===== config.mk =====
export PLATFORM = sky130hd
export DESIGN_NAME = count_pwm_gen
export DESIGN_NICKNAME = d
export VERILOG_FILES = /design/src/rtl/count_pwm_gen.sv
export SDC_FILE = /design/constraint.sdc
export NUM_CORES = 1
export LEC_CHECK = 0
export ABC_AREA = 1
export CAP_MARGIN = 0
export CORE_UTILIZATION = 30
export DETAILED_ROUTE_END_ITERATION = 10
export GPL_ROUTABILITY_DRIVEN = 0
export GPL_TIMING_DRIVEN = 0
export HOLD_SLACK_MARGIN = 0.08
export PLACE_DENSITY = 0.62
export RECOVER_POWER = 25
export SYNTH_ARGS = -nofsm -noshare
export SYNTH_HDL_FRONTEND = slang
export SYNTH_SLANG_ARGS = --single-unit

===== constraint.sdc =====
create_clock -name clk -period 1.9 [get_ports clk]
set_input_delay 0.19 -clock clk [delete_from_list [all_inputs] [get_ports clk]]
set_output_delay 0.19 -clock clk [all_outputs]
set_load 0.1 [all_outputs]

===== src/rtl/count_pwm_gen.sv =====
`timescale 1ns/1ps
`default_nettype none
// ============================================================================
// Module   : count_pwm_gen
// Purpose  : Turns the free-running count of an upstream binary counter into
//            a PWM waveform. One PWM period is one full count cycle
//            (2^WIDTH clocks). New duty values are taken over a valid/ready
//            handshake into a shadow register. They are applied only at a
//            period boundary (a MAX->0 count transition), so no period is
//            ever cut short or glitched.
// Ports    : clk          - system clock
//            reset        - asynchronous, active-high reset
//            count        - upstream counter value (expected +1 per clk)
//            duty_in      - requested high clocks per period
//            duty_valid   - duty_in valid
//            duty_ready   - shadow register empty, can accept a value
//            pwm_out      - registered PWM output (1 clk after count)
//            period_start - one-clk pulse aligned with pwm_out of count 0
//            duty_active  - duty currently applied
//            seq_err      - sticky count-sequence error (optional feature)
// Options  : COUNT_PWM_SEQ_CHECK_EN - when defined, checks in RUN that count
//            steps by +1. A bad step sets seq_err, forces pwm_out low and
//            returns to IDLE to resync on the next MAX->0 transition.
// Revision : 1.0 - initial release
// ============================================================================
module count_pwm_gen #(
  parameter int WIDTH      = 4,
  parameter int RESET_DUTY = 0
) (
  input  logic             clk,
  input  logic             reset,
  input  logic [WIDTH-1:0] count,
  input  logic [WIDTH-1:0] duty_in,
  input  logic             duty_valid,
  output logic             duty_ready,
  output logic             pwm_out,
  output logic             period_start,
  output logic [WIDTH-1:0] duty_active,
  output logic             seq_err
);

  localparam logic [WIDTH-1:0] MAX_COUNT    = {WIDTH{1'b1}};
  localparam logic [WIDTH-1:0] RESET_DUTY_V = RESET_DUTY[WIDTH-1:0];
  localparam logic [WIDTH-1:0] ONE          = {{(WIDTH-1){1'b0}}, 1'b1};

  localparam logic [0:0] IDLE = 1'b0;
  localparam logic [0:0] RUN  = 1'b1;

  logic [0:0]       state_q,        state_d;
  logic [WIDTH-1:0] prev_count_q,   prev_count_d;
  logic             pwm_out_q,      pwm_out_d;
  logic             period_start_q, period_start_d;
  logic [WIDTH-1:0] duty_active_q,  duty_active_d;
  logic [WIDTH-1:0] shadow_q,       shadow_d;
  logic             shadow_full_q,  shadow_full_d;

  logic             boundary;
  logic             accept;
  logic             seq_bad;
  logic [WIDTH-1:0] eff_duty;

  // MAX->0 rather than count==0 alone, so a counter parked at 0 (e.g. held
  // in its own reset) never produces period boundaries.
  assign boundary = (prev_count_q == MAX_COUNT) && (count == '0);
  assign accept   = duty_valid && !shadow_full_q;
  // A pending shadow value takes effect for count 0 of the new period.
  assign eff_duty = (boundary && shadow_full_q) ? shadow_q : duty_active_q;

`ifdef COUNT_PWM_SEQ_CHECK_EN
  logic             seq_err_q, seq_err_d;
  logic [WIDTH-1:0] count_expect;

  assign count_expect = prev_count_q + ONE;
  assign seq_bad      = (state_q == RUN) && (count != count_expect);

  always_comb begin
    seq_err_d = seq_err_q | seq_bad;
  end

  always_ff @(posedge clk or posedge reset) begin
    if (reset) begin
      seq_err_q <= 1'b0;
    end else begin
      seq_err_q <= seq_err_d;
    end
  end

  assign seq_err = seq_err_q;
`else
  logic unused_one;
  assign unused_one = ^ONE;
  assign seq_bad    = 1'b0;
  assign seq_err    = 1'b0;
`endif

  always_comb begin
    state_d        = state_q;
    prev_count_d   = count;
    pwm_out_d      = 1'b0;
    period_start_d = boundary;
    duty_active_d  = duty_active_q;
    shadow_d       = shadow_q;
    shadow_full_d  = shadow_full_q;

    // Shadow transfer happens on any boundary, in IDLE as well as RUN.
    // accept requires an empty shadow, so it never collides with a transfer;
    // a value accepted on a boundary waits for the next one.
    if (boundary && shadow_full_q) begin
      duty_active_d = shadow_q;
      shadow_full_d = 1'b0;
    end
    if (accept) begin
      shadow_d      = duty_in;
      shadow_full_d = 1'b1;
    end

    case (state_q)
      IDLE: begin
        // The boundary cycle itself is count 0 of the first period.
        if (boundary) begin
          state_d   = RUN;
          pwm_out_d = (count < eff_duty);
        end
      end
      RUN: begin
        if (seq_bad) begin
          state_d   = IDLE;
          pwm_out_d = 1'b0;
        end else begin
          pwm_out_d = (count < eff_duty);
        end
      end
      default: begin
        state_d = IDLE;
      end
    endcase
  end

  always_ff @(posedge clk or posedge reset) begin
    if (reset) begin
      state_q        <= IDLE;
      prev_count_q   <= '0;
      pwm_out_q      <= 1'b0;
      period_start_q <= 1'b0;
      duty_active_q  <= RESET_DUTY_V;
      shadow_q       <= '0;
      shadow_full_q  <= 1'b0;
    end else begin
      state_q        <= state_d;
      prev_count_q   <= prev_count_d;
      pwm_out_q      <= pwm_out_d;
      period_start_q <= period_start_d;
      duty_active_q  <= duty_active_d;
      shadow_q       <= shadow_d;
      shadow_full_q  <= shadow_full_d;
    end
  end

  assign duty_ready   = !shadow_full_q;
  assign pwm_out      = pwm_out_q;
  assign period_start = period_start_q;
  assign duty_active  = duty_active_q;

endmodule
`default_nettype wire


# ---- Word-level counts from Yosys, hierarchy flattened
# Cells that the tools add are included.
dict set report totals {
  reg_bits 16
  wordCells 23
  out_inout_bits 8
  in_bits 11
}
dict set report classes {
  muxes 7
  bitwise 1
  magnitude_cmp 1
  eq_ne 1
  reduce_logical 6
}
# op count
set ops {}
lappend ops {{== test 4 bit (second input constant)} 1}
lappend ops {{zero test 4 bit} 1}
lappend ops {{less-than comparator 4 bit} 1}
lappend ops {{two-way mux 1 bit} 4}
lappend ops {{two-way mux 4 bit} 1}
lappend ops {{one-hot mux 1 bit (2 select lines)} 2}
lappend ops {{logical AND 1 bit} 3}
lappend ops {{nonzero test 2 bit} 1}
lappend ops {{zero test 1 bit} 1}
lappend ops {{inverter 1 bit} 1}

# ---- Longest topological paths before layout
dict set report depth {
  word_depth 7
  depth_mapped 12
  ltp_nobuf 12
}

# ---- Worst setup path after synthesis
# OpenSTA, ideal clock, no wires.
dict set report synth_path {
  path_kind {flip-flop to flip-flop}
  from {register duty_active_q[3], in the netlist duty_active[3]}
  to {register pwm_out_q, in the netlist pwm_out}
  path_buffers 0
  required_time_ns 1.827
  stages_incl_launch_ff 6
  arrival_time_ns 1.768
  period_less_slack_ns 1.841
  setup_time_ns 0.073
  slack_ns 0.059
  path_cell_list {dfrtp_1 -> o21ai_0 -> ha_1 -> a21oi_1 -> nand2_1 -> a21oi_2}
}
dict set report synth_via {
  elab_chain_cells 4
}
# element line_no
set synth_rtl {}
lappend synth_rtl {{from (decl)} 53} ;# logic [WIDTH-1:0] duty_active_q, duty_active_d;
lappend synth_rtl {{from (signal assigned)} 153} ;# duty_active_q <= duty_active_d;
lappend synth_rtl {{two-way mux 4 bit (*)} -}
lappend synth_rtl {{less-than comparator 4 bit (*)} {122, 130}}
lappend synth_rtl {{two-way mux 1 bit} 120} ;# if (boundary) begin
lappend synth_rtl {{one-hot mux 1 bit (2 select lines) (*)} 117} ;# case (state_q)
lappend synth_rtl {{net pwm_out_d} 51} ;# logic pwm_out_q, pwm_out_d;
lappend synth_rtl {{to (signal assigned)} 151} ;# pwm_out_q <= pwm_out_d;
lappend synth_rtl {{to (decl)} 51}
# The timed path passes the listed nets; every way through them passes the cells marked *.
# A chain may end at the register's enable or synchronous reset.

# ---- Worst setup path in the final report
dict set report layout_path {
  from {register shadow_full_q}
  to {output port duty_ready}
}
dict set report layout_via {
  elab_chain_cells 1
}
# element line_no
set layout_rtl {}
lappend layout_rtl {{from (decl)} 55} ;# logic shadow_full_q, shadow_full_d;
lappend layout_rtl {{from (signal assigned)} 155} ;# shadow_full_q <= shadow_full_d;
lappend layout_rtl {{zero test 1 bit} 159} ;# assign duty_ready = !shadow_full_q;
lappend layout_rtl {{to (decl)} 35} ;# output logic duty_ready,
# Every way passes these cells.

==> run summary <==
ANT nets after route: 0
I/O Pins: 19
ANT cells: 0
Class of the worst hold path: in2reg
Clock Tree Root: clkbuf_4
Tcrit/Tclk final: 96.0%
Antenna violations before repair: 0
Post-Synthesis Cells: 71
Worst Skew: 0.00250 ns
Power consumption: 924 uW
Final instance area: 931 um2
Grt total ovfl: 0
Initial DRC count: 2
Worst R2R Start: prev_count_q[3]
Final core utilization: 42.5%
Setup crit start kind: register
Synthesized flop and latch total: 16
CTS tree: built
Peak supply drop: 0.506 mV
RSZ-0062 raised after global routing: no
Commonest non-fill, non-tap cell in the layout: dfrtp_1
Core Region: 2190 um2
Largest net degree at the start of global routing: 17
Multiplexer share of the synthesized area: 3.25%
Post-Syn Area per Cell: 9.75 um2
Hpwl dp: 988 um
Nets: 107
Leak pwr: 0.000501 uW
Area post-placement: 897 um2
Simple-gate share of the synthesized area: 15.7%
Worst setup path start: shadow_full_q
Setup bufs post-CTS: 0
Vias: 517
Critical Path Sink Type: primary output
Vias per cell: 4.31
Worst skew pair latency: 0.28 ns
Pre-antenna DRT Iters: 3
Status: complete, no violations
Die Wd: 50.0 um
Row count: 17
First-pass GRT wire length: 2190 um
Wire per inst: 10.8 um
Worst EP arrival: 1.63 ns
Gr usage total: 11.9%
H-tree depth: 1
Post-synthesis adder-cell area fraction: 5.42%
Mapped Nets: 85
Die span in y: 50.0 um
Die ar.: 2500 um2
Initial Util: 31.6%
Clock-pin slew on the worst setup and hold paths: 0.09 ns
Synth Area in Compound Gates: 6.87%
Register area share after synthesis: 57.9%
Fin crit period: 1.82 ns
Hold_sp: count[0]
Critical path type: reg2out
Vias in the first global route: 522
Slew Limit Fails: 0
Most frequent cells in the layout: dfrtp_1, inv_1, nand2_1
Distinct cells, synth: 20
Worst slew pin tran: 0.960 ns
CTS Sinks: 16
Final Hold Fails: 0
Max_cap viols: 0
Post-Synth XOR/XNOR Area: 0%
Crit Path Max Fanout: 3
Final wirelength: 1300 um
Req. time, crit path: 1.71 ns
Fmax: 0.548 GHz
Largest family of logic cells by synthesized area: simple AND/OR/NAND/NOR gates
Power per standard cell area: 993 nW/um2
Endpoints failing setup: 0
DR DRC count: 0
Number of buffers created by CTS: 3
CTS Buffer Depth: 2
YS warnings: 0
Cts hold-fix bufs: 0
Fillers: 214
Share of layout cells above drive strength 1: 16.3%
Port Buffers: 17
P&R area growth vs syn: 34.5%
Mapped cell area: 692 um2
Register-to-register setup slack: 0.24 ns
Slew HR: 36.3%
-- kinds of logic after synthesis --
| logic type | after synthesis |
|---|---|
| AOI/OAI and AO/OA | 8 |
| adders and majority gates | 3 |
| buffers and inverters | 18 |
| DFF | 16 |
| muxes | 2 |
| other | 1 |
| and+or+nand+nor | 23 |
-- final timing paths --
kind                                   end  cells after the start
min                        prev_count_q[0]                      1
max                             duty_ready                      2
max in group asynchronous  prev_count_q[1]                      2
min reg2reg                        state_q                      1
max reg2reg                        pwm_out                     10
min in group asynchronous      shadow_q[2]                      2
-- report_power, final --
part / leakage [uW] / total (uW) / switching, uW / internal (uW)
Sequential: 0.000188 / 423 / 23.0 / 400
Combinational: 0.000293 / 278 / 197 / 81.0
Clock: 0.0000210 / 223 / 106 / 117
-- layout make-up --
class / count / area, um2 / share of cell area, %
well taps: 28 / 35.0 / 3.76
inverters: 17 / 63.8 / 6.85
clock buffers: 4 / 36.3 / 3.90
plain buffers: 1 / 7.51 / 0.806
repair buffers: 17 / 163 / 17.5
flip-flops and latches: 16 / 400 / 43.0
multi-input cells: 37 / 225 / 24.2
-- metrics by stage --
stage / cells / setup WS [ns] / hold slack, ns / TNS, ns
final: 120 / 0.0760 / 0.383 / 0
after global routing: 120 / 0.0230 / 0.367 / 0
after CTS: 120 / 0.0455 / 0.282 / 0
after detailed placement: 116 / -0.128 / 0.443 / -0.128
after global placement: 116 / -0.0908 / 0.440 / -0.0908
after floorplan: 71 / 0.0588 / 0.104 / 0
-- state kept, by name (all words and copies together) (netlist names) --
register / cells
period_start: 1
duty_active: 4
prev_count_q: 4
shadow_full_q: 1
shadow_q: 4
pwm_out: 1
state_q: 1
-- what timing repair did --
item,in CTS,in global routing
endpoints found under the setup margin,7,2
resized for setup,7,2
pin swaps,0,1
endpoints found under the hold margin,0,0
-- synthesized netlist by cell type (all sizes together) --
| master | instances | area share (%) |
|---|---|---|
| inv | 17 | 9.2 |
| dfrtp | 16 | 58 |
| nand2 | 13 | 7.1 |
| a21oi | 4 | 3.4 |
| nor2 | 4 | 2.9 |
| o21ai | 4 | 3.4 |
| ha | 3 | 5.4 |
| mux2 | 2 | 3.3 |
| nand3 | 2 | 2.2 |
| or2 | 2 | 1.8 |
| and2 | 1 | 0.90 |
| buf | 1 | 1.1 |
| conb | 1 | 0.54 |
| nand4 | 1 | 0.90 |
-- routing by layer --
| layer | part of all wire, % | up-vias | track usage (%) |
|---|---|---|---|
| met2 | 50 | 12 | 19.1 |
| met4 | 0.69 | 0 | 2.86 |
| met1 | 44 | 251 | 14.0 |
| li1 | - | 252 | - |
| met5 | 0 | - | 0 |
| met3 | 5.0 | 2 | 5.86 |
-- worst max-delay path: stages, from the launching register on --
cell,delay (ns)
dfrtp_1,0.42
inv_1,0.11
clkdlybuf4s15_1,0.83
No activity file was read; power rests on OpenSTA's default activity.
==> RTL change 1 (same settings) <==
Add a define of `COUNT_PWM_SEQ_CHECK_EN`.
--- a/src/rtl/count_pwm_gen.sv
+++ b/src/rtl/count_pwm_gen.sv
@@ -23,6 +23,8 @@
 //            returns to IDLE to resync on the next MAX->0 transition.
 // Revision : 1.0 - initial release
 // ============================================================================
+`define COUNT_PWM_SEQ_CHECK_EN
+
 module count_pwm_gen #(
   parameter int WIDTH      = 4,
   parameter int RESET_DUTY = 0
Formal check against the unedited RTL: not equivalent (Yosys sat finds a counterexample within 4 cycles, from zero or initial values and one cycle with reset high).
==> RTL change 1 against the unedited design <==
Non-clock buffer count grew 5; routed wire length grew 27%; register-to-register slack lost 0.16 ns; setup slack gained 0.0011 ns; count of clock-buffer cells in the layout shrank 1; critical endpoint is now pwm_out$_DFF_PP0_; design area grew 25%; clock skew grew 0.0073 ns; die area grew 22%; critical path depth grew 7; global-route usage grew 0.096 points; total power grew 4.8%; clock power shrank 17%; area after synthesis grew 23%; sequential cell count grew 1.
==> RTL change 1: results (changes against the unedited design) <==
stage	metric	value	unit	change
critical_path	worst_ep_arrival_time	2.05	ns	was 1.63 ns
clocking	clkLatencyLatePin	0.28	ns	about the same
critical_path	endpoint	pwm_out$_DFF_PP0_		was duty_ready
critical_path	crit_fanout	6		was 3
timing	setup_viol	0		unchanged
clocking	clockBufferDepth	2		unchanged
synth	synth_nets	113		was 85
cells_and_area	antenna_cells	0		unchanged
placement	place_ws	-0.224	ns	was -0.128 ns
critical_path	rrSetupSlack	0.08	ns	was 0.24 ns
synth	synth-async-reset-ratio	100	%	unchanged
placement	dp_hpwl	1.21	mm	was 988 microns
power	p_leak	0.616	nW	was 0.501 nW
clocking	clk_pin_slew	0.10	ns	
global_route	grt_pass1_vias	681		was 522
clocking	htree_levels	1		unchanged
cells_and_area	fin_nets	141		was 107
power	ir_drop	0.000493	V	was 0.000506 V
global_route	grt_pass1_wl	2.89	mm	was 2.19 mm
critical_path	rr_startpoint	prev_count_q[1]$_DFF_PP0_		was prev_count_q[3]$_DFF_PP0_
timing	hold_ws	0.277	ns	was 0.383 ns
global_route	antenna_found_initial	0		unchanged
synth	synth-seq-area-share	49.9	%	was 57.9%
global_route	overflow	0		unchanged
critical_path	crit_start	count[1]		was shadow_full_q$_DFFE_PP0P_
synth	ys.flop_type	dfrtp_1		unchanged
drt	drtPass1Iterations	4		was 3
synth	ys_top_cells_by_area	dfrtp_1 (50%), nand2_1 (10%), inv_1 (7.0%)		was dfrtp_1 (58%), inv_1 (8.1%), nand2_1 (7.1%)
clocking	cts_root_buf	clkbuf_4		unchanged
synth	yosysUniqueCellTypes	20		unchanged
drt	vias	695		was 517
synth	synth_common_cells	nand2_1 (23), dfrtp_1 (17), inv_1 (16), nand3_1 (7), nor2_1 (6)		was dfrtp_1 (16), inv_1 (15), nand2_1 (13)
timing	tightest_slew	0.963	ns	was 0.960 ns
timing	finClkSkew	0.00982	ns	was 0.00250 ns
timing	finalCriticalPeriod	1.82	ns	about the same
placement	numPortBuffers	18		was 17
drt	drt-initial-drc-count	19		was 2
drt	drt-total-wl	1.65	mm	was 1.30 mm
outcome	outcome	finished clean		unchanged
global_route	grt_usage	12.0	%	was 11.9%
critical_path	rr_worst_depth	10		unchanged
global_route	grt_max_degree	18		was 17
cells_and_area	drive_gt1_share	24.0	%	was 16.3%
min_path	holdCritPathClass	input port to async pin		was input port to flop
==> RTL change 1: final cells by class <==
type | instances | area [sq um]
repair buffers | 23 | 204
multi-input cells | 61 | 390
clock inverters | 1 | 5.00
well taps | 30 | 37.5
flip-flops and latches | 17 | 425
fillers | 280 | 1430
clock buffers | 3 | 22.5
inverters | 20 | 75.1
==> RTL change 1: how the worst min path moves through the flow <==
stage | start | to | cells past startpoint
detailed placement | seq_err$_DFF_PP0_ | seq_err$_DFF_PP0_ | 2
global route | reset | shadow_q[2]$_DFFE_PP0P_ | 2
finish | reset | duty_active[3]$_DFF_PP0_ | 2
floorplan | reset | duty_active[0]$_DFF_PP0_ | 1
CTS | reset | shadow_q[2]$_DFFE_PP0P_ | 2
global placement | state_q$_DFF_PP0_ | state_q$_DFF_PP0_ | 1
==> RTL change 1: cells by family after synthesis <==
logic type      after synthesis  synth area share (%)
buf+inv                      20                  8.81
flops                        17                  49.9
mux                           3                  3.96
compound gates                8                  6.76
fa+ha+maj                     4                  5.87
simple gates                 46                  24.7
==> RTL change 1: worst max-delay path, stage by stage <==
cell and delay, ns:
clkdlybuf4s50_1 0.52, nor3_2 0.29, nand3_4 0.11, or2_1 0.25
o21ai_2 0.08, ha_1 0.27, a21oi_2 0.12, nand3_1 0.10
a21oi_2 0.10
==> RTL change 1: what timing repair did <==
item / in CTS / in global routing
endpoints found under the setup margin: 9 / 2
buffers inserted: 2 / 3
resized for setup: 9 / 8
pin swaps: 0 / 6
==> RTL change 1: layer usage <==
| layer | wire (microns) | track usage, % |
|---|---|---|
| met2 | 819 | 18.4 |
| met1 | 762 | 16.5 |
| met3 | 60 | 2.11 |
| met4 | 8 | 5.36 |
| met5 | 0 | 0 |
==> RTL change 1: per-stage QoR <==
| step | util [%] | instance area [sq um] | cells |
|---|---|---|---|
| global placement | 41.3 | 1070 | 146 |
| finish | 44.8 | 1160 | 155 |
| floorplan | - | 852 | 98 |
| detailed placement | 41.3 | 1070 | 146 |
| global route | 44.8 | 1160 | 155 |
| CTS | 42.7 | 1100 | 152 |
==> RTL change 1: report_power, final <==
group	total [mW]	internal, mW	switching, mW
combinational	0.321	0.109	0.212
clock	0.184	0.0781	0.106
sequential	0.463	0.427	0.0361
==> RTL change 2 (same settings) <==
Without the edit above. Register the input `duty_in` before use, cleared by the reset. The logic sees it one clock later. The other inputs are not delayed to match.
--- a/src/rtl/count_pwm_gen.sv
+++ b/src/rtl/count_pwm_gen.sv
@@ -45,6 +45,16 @@
 
   localparam logic [0:0] IDLE = 1'b0;
   localparam logic [0:0] RUN  = 1'b1;
+
+  logic [WIDTH-1:0] duty_q;
+
+  always_ff @(posedge clk or posedge reset) begin
+    if (reset) begin
+      duty_q <= '0;
+    end else begin
+      duty_q <= duty_in;
+    end
+  end
 
   logic [0:0]       state_q,        state_d;
   logic [WIDTH-1:0] prev_count_q,   prev_count_d;
@@ -110,7 +120,7 @@
       shadow_full_d = 1'b0;
     end
     if (accept) begin
-      shadow_d      = duty_in;
+      shadow_d      = duty_q;
       shadow_full_d = 1'b1;
     end
 
Check against the original RTL: not equivalent (Yosys sat finds a counterexample within 4 cycles, from zero or initial values and one cycle with reset high).
==> RTL change 2 against the unedited design <==
Setup slack improved by 0.12 ns; area after synthesis increased by 14%; total power increased by 22%; design area increased by 11%; die area increased by 13%; count of clock-buffer cells in the layout decreased by 1; utilization decreased by 0.72 points; global-route usage decreased by 0.83 points; sequential cell count increased by 4; first-iteration DRC count increased to 4.0 times the old value; routed wire length decreased by 3.8%.
==> RTL change 2: results (changes against the unedited design) <==
stage	metric	value	unit	change
synth	yosysUniqueCellTypes	18		was 20
drt	wl_per_cell	9.76	microns	was 10.8 microns
critical_path	rr_startpoint	prev_count_q[2]$_DFF_PP0_		was prev_count_q[3]$_DFF_PP0_
power	seq_power_share	45.4	%	was 45.8%
power	power.net_switching	0.354	mW	was 0.327 mW
power	powerDensity	1090	nW/um^2	was 993 nW/um^2
synth	synth_compound_area_share	6.20	%	was 6.87%
drt	via_per_inst	4.19		was 4.31
synth	synth_common_cells	dfrtp_1 (20), inv_1 (17), nand2_1 (14), a21oi_1 (4), o21ai_0 (4)		was dfrtp_1 (16), inv_1 (15), nand2_1 (13)
synth	synth-seq-area-share	63.6	%	was 57.9%
synth	synthMuxAreaShare	1.43	%	was 3.25%
cells_and_area	drive_gt1_share	13.3	%	was 16.3%
synth	yosys.area_share.adder	4.77	%	was 5.42%
critical_path	max_stage_delay	0.86	ns	was 0.83 ns
cells_and_area	fin_nets	113		was 107
placement	dp_hpwl	949	microns	was 988 microns
global_route	grt_pass1_vias	528		was 522
clocking	clk_pin_slew	0.11	ns	was 0.09 ns
drt	drt-initial-drc-count	8		was 2
power	p_seq	0.512	mW	was 0.423 mW
synth	ys_top_cells_by_area	dfrtp_1 (64%), inv_1 (8.1%), nand2_1 (6.7%)		was dfrtp_1 (58%), inv_1 (8.1%), nand2_1 (7.1%)
critical_path	crit_fanout	2		was 3
critical_path	rrSetupSlack	0.26	ns	was 0.24 ns
timing	slew_headroom	36.4	%	was 36.3%
drt	dr_wl_met3	77	microns	was 65 microns
outcome	outcome	finished clean		unchanged
drt	wl_met1	543	microns	was 569 microns
timing	finClkSkew	0.00166	ns	was 0.00250 ns
power	pwr.group.clock	0.340	mW	was 0.223 mW
drt	wl_met2	618	microns	was 654 microns
global_route	grt_max_degree	21		was 17
power	p_leak	0.560	nW	was 0.501 nW
critical_path	crit_start	duty_active[2]$_DFF_PP0_		was shadow_full_q$_DFFE_PP0P_
placement	placed_cells	124		was 116
drt	drt-total-wl	1.25	mm	was 1.30 mm
global_route	grt_pass1_wl	2.18	mm	was 2.19 mm
critical_path	worst_ep_arrival_time	1.52	ns	was 1.63 ns
placement	place_area	995	sq um	was 897 sq um
global_route	grt_usage	11.1	%	was 11.9%
clocking	cts_setup_buffers	0		unchanged
drt	drtPass1Iterations	4		was 3
RTL change 2: cell type report:
cell class | count | area share, %
inverters | 18 | 6.53
multi-input cells | 38 | 20.4
plain buffers | 1 | 0.726
flip-flops and latches | 20 | 48.4
clock buffers | 3 | 2.18
well taps | 30 | 3.63
repair buffers | 17 | 15.2
clock inverters | 1 | 2.90
RTL change 2: worst paths after layout:
check,cells past startpoint,end
worst max register to register,10,pwm_out$_DFF_PP0_
max in group asynchronous,2,duty_q[0]$_DFF_PP0_
worst min register to register,1,state_q$_DFF_PP0_
worst max-delay path,1,duty_active[2]
min in group asynchronous,2,shadow_full_q$_DFFE_PP0P_
worst min-delay path,1,prev_count_q[0]$_DFF_PP0_
RTL change 2: metal layers:
layer / vias to the layer above / GRT usage (%)
met3: 2 / 4.60
met1: 247 / 12.4
met4: 0 / 5.26
li1: 272 / -
met2: 15 / 17.9
met5: - / 0
RTL change 2: what timing repair did:
action	CTS	global route
resized for setup	7	2
endpoints found under the hold margin	0	0
setup endpoints to repair	7	1
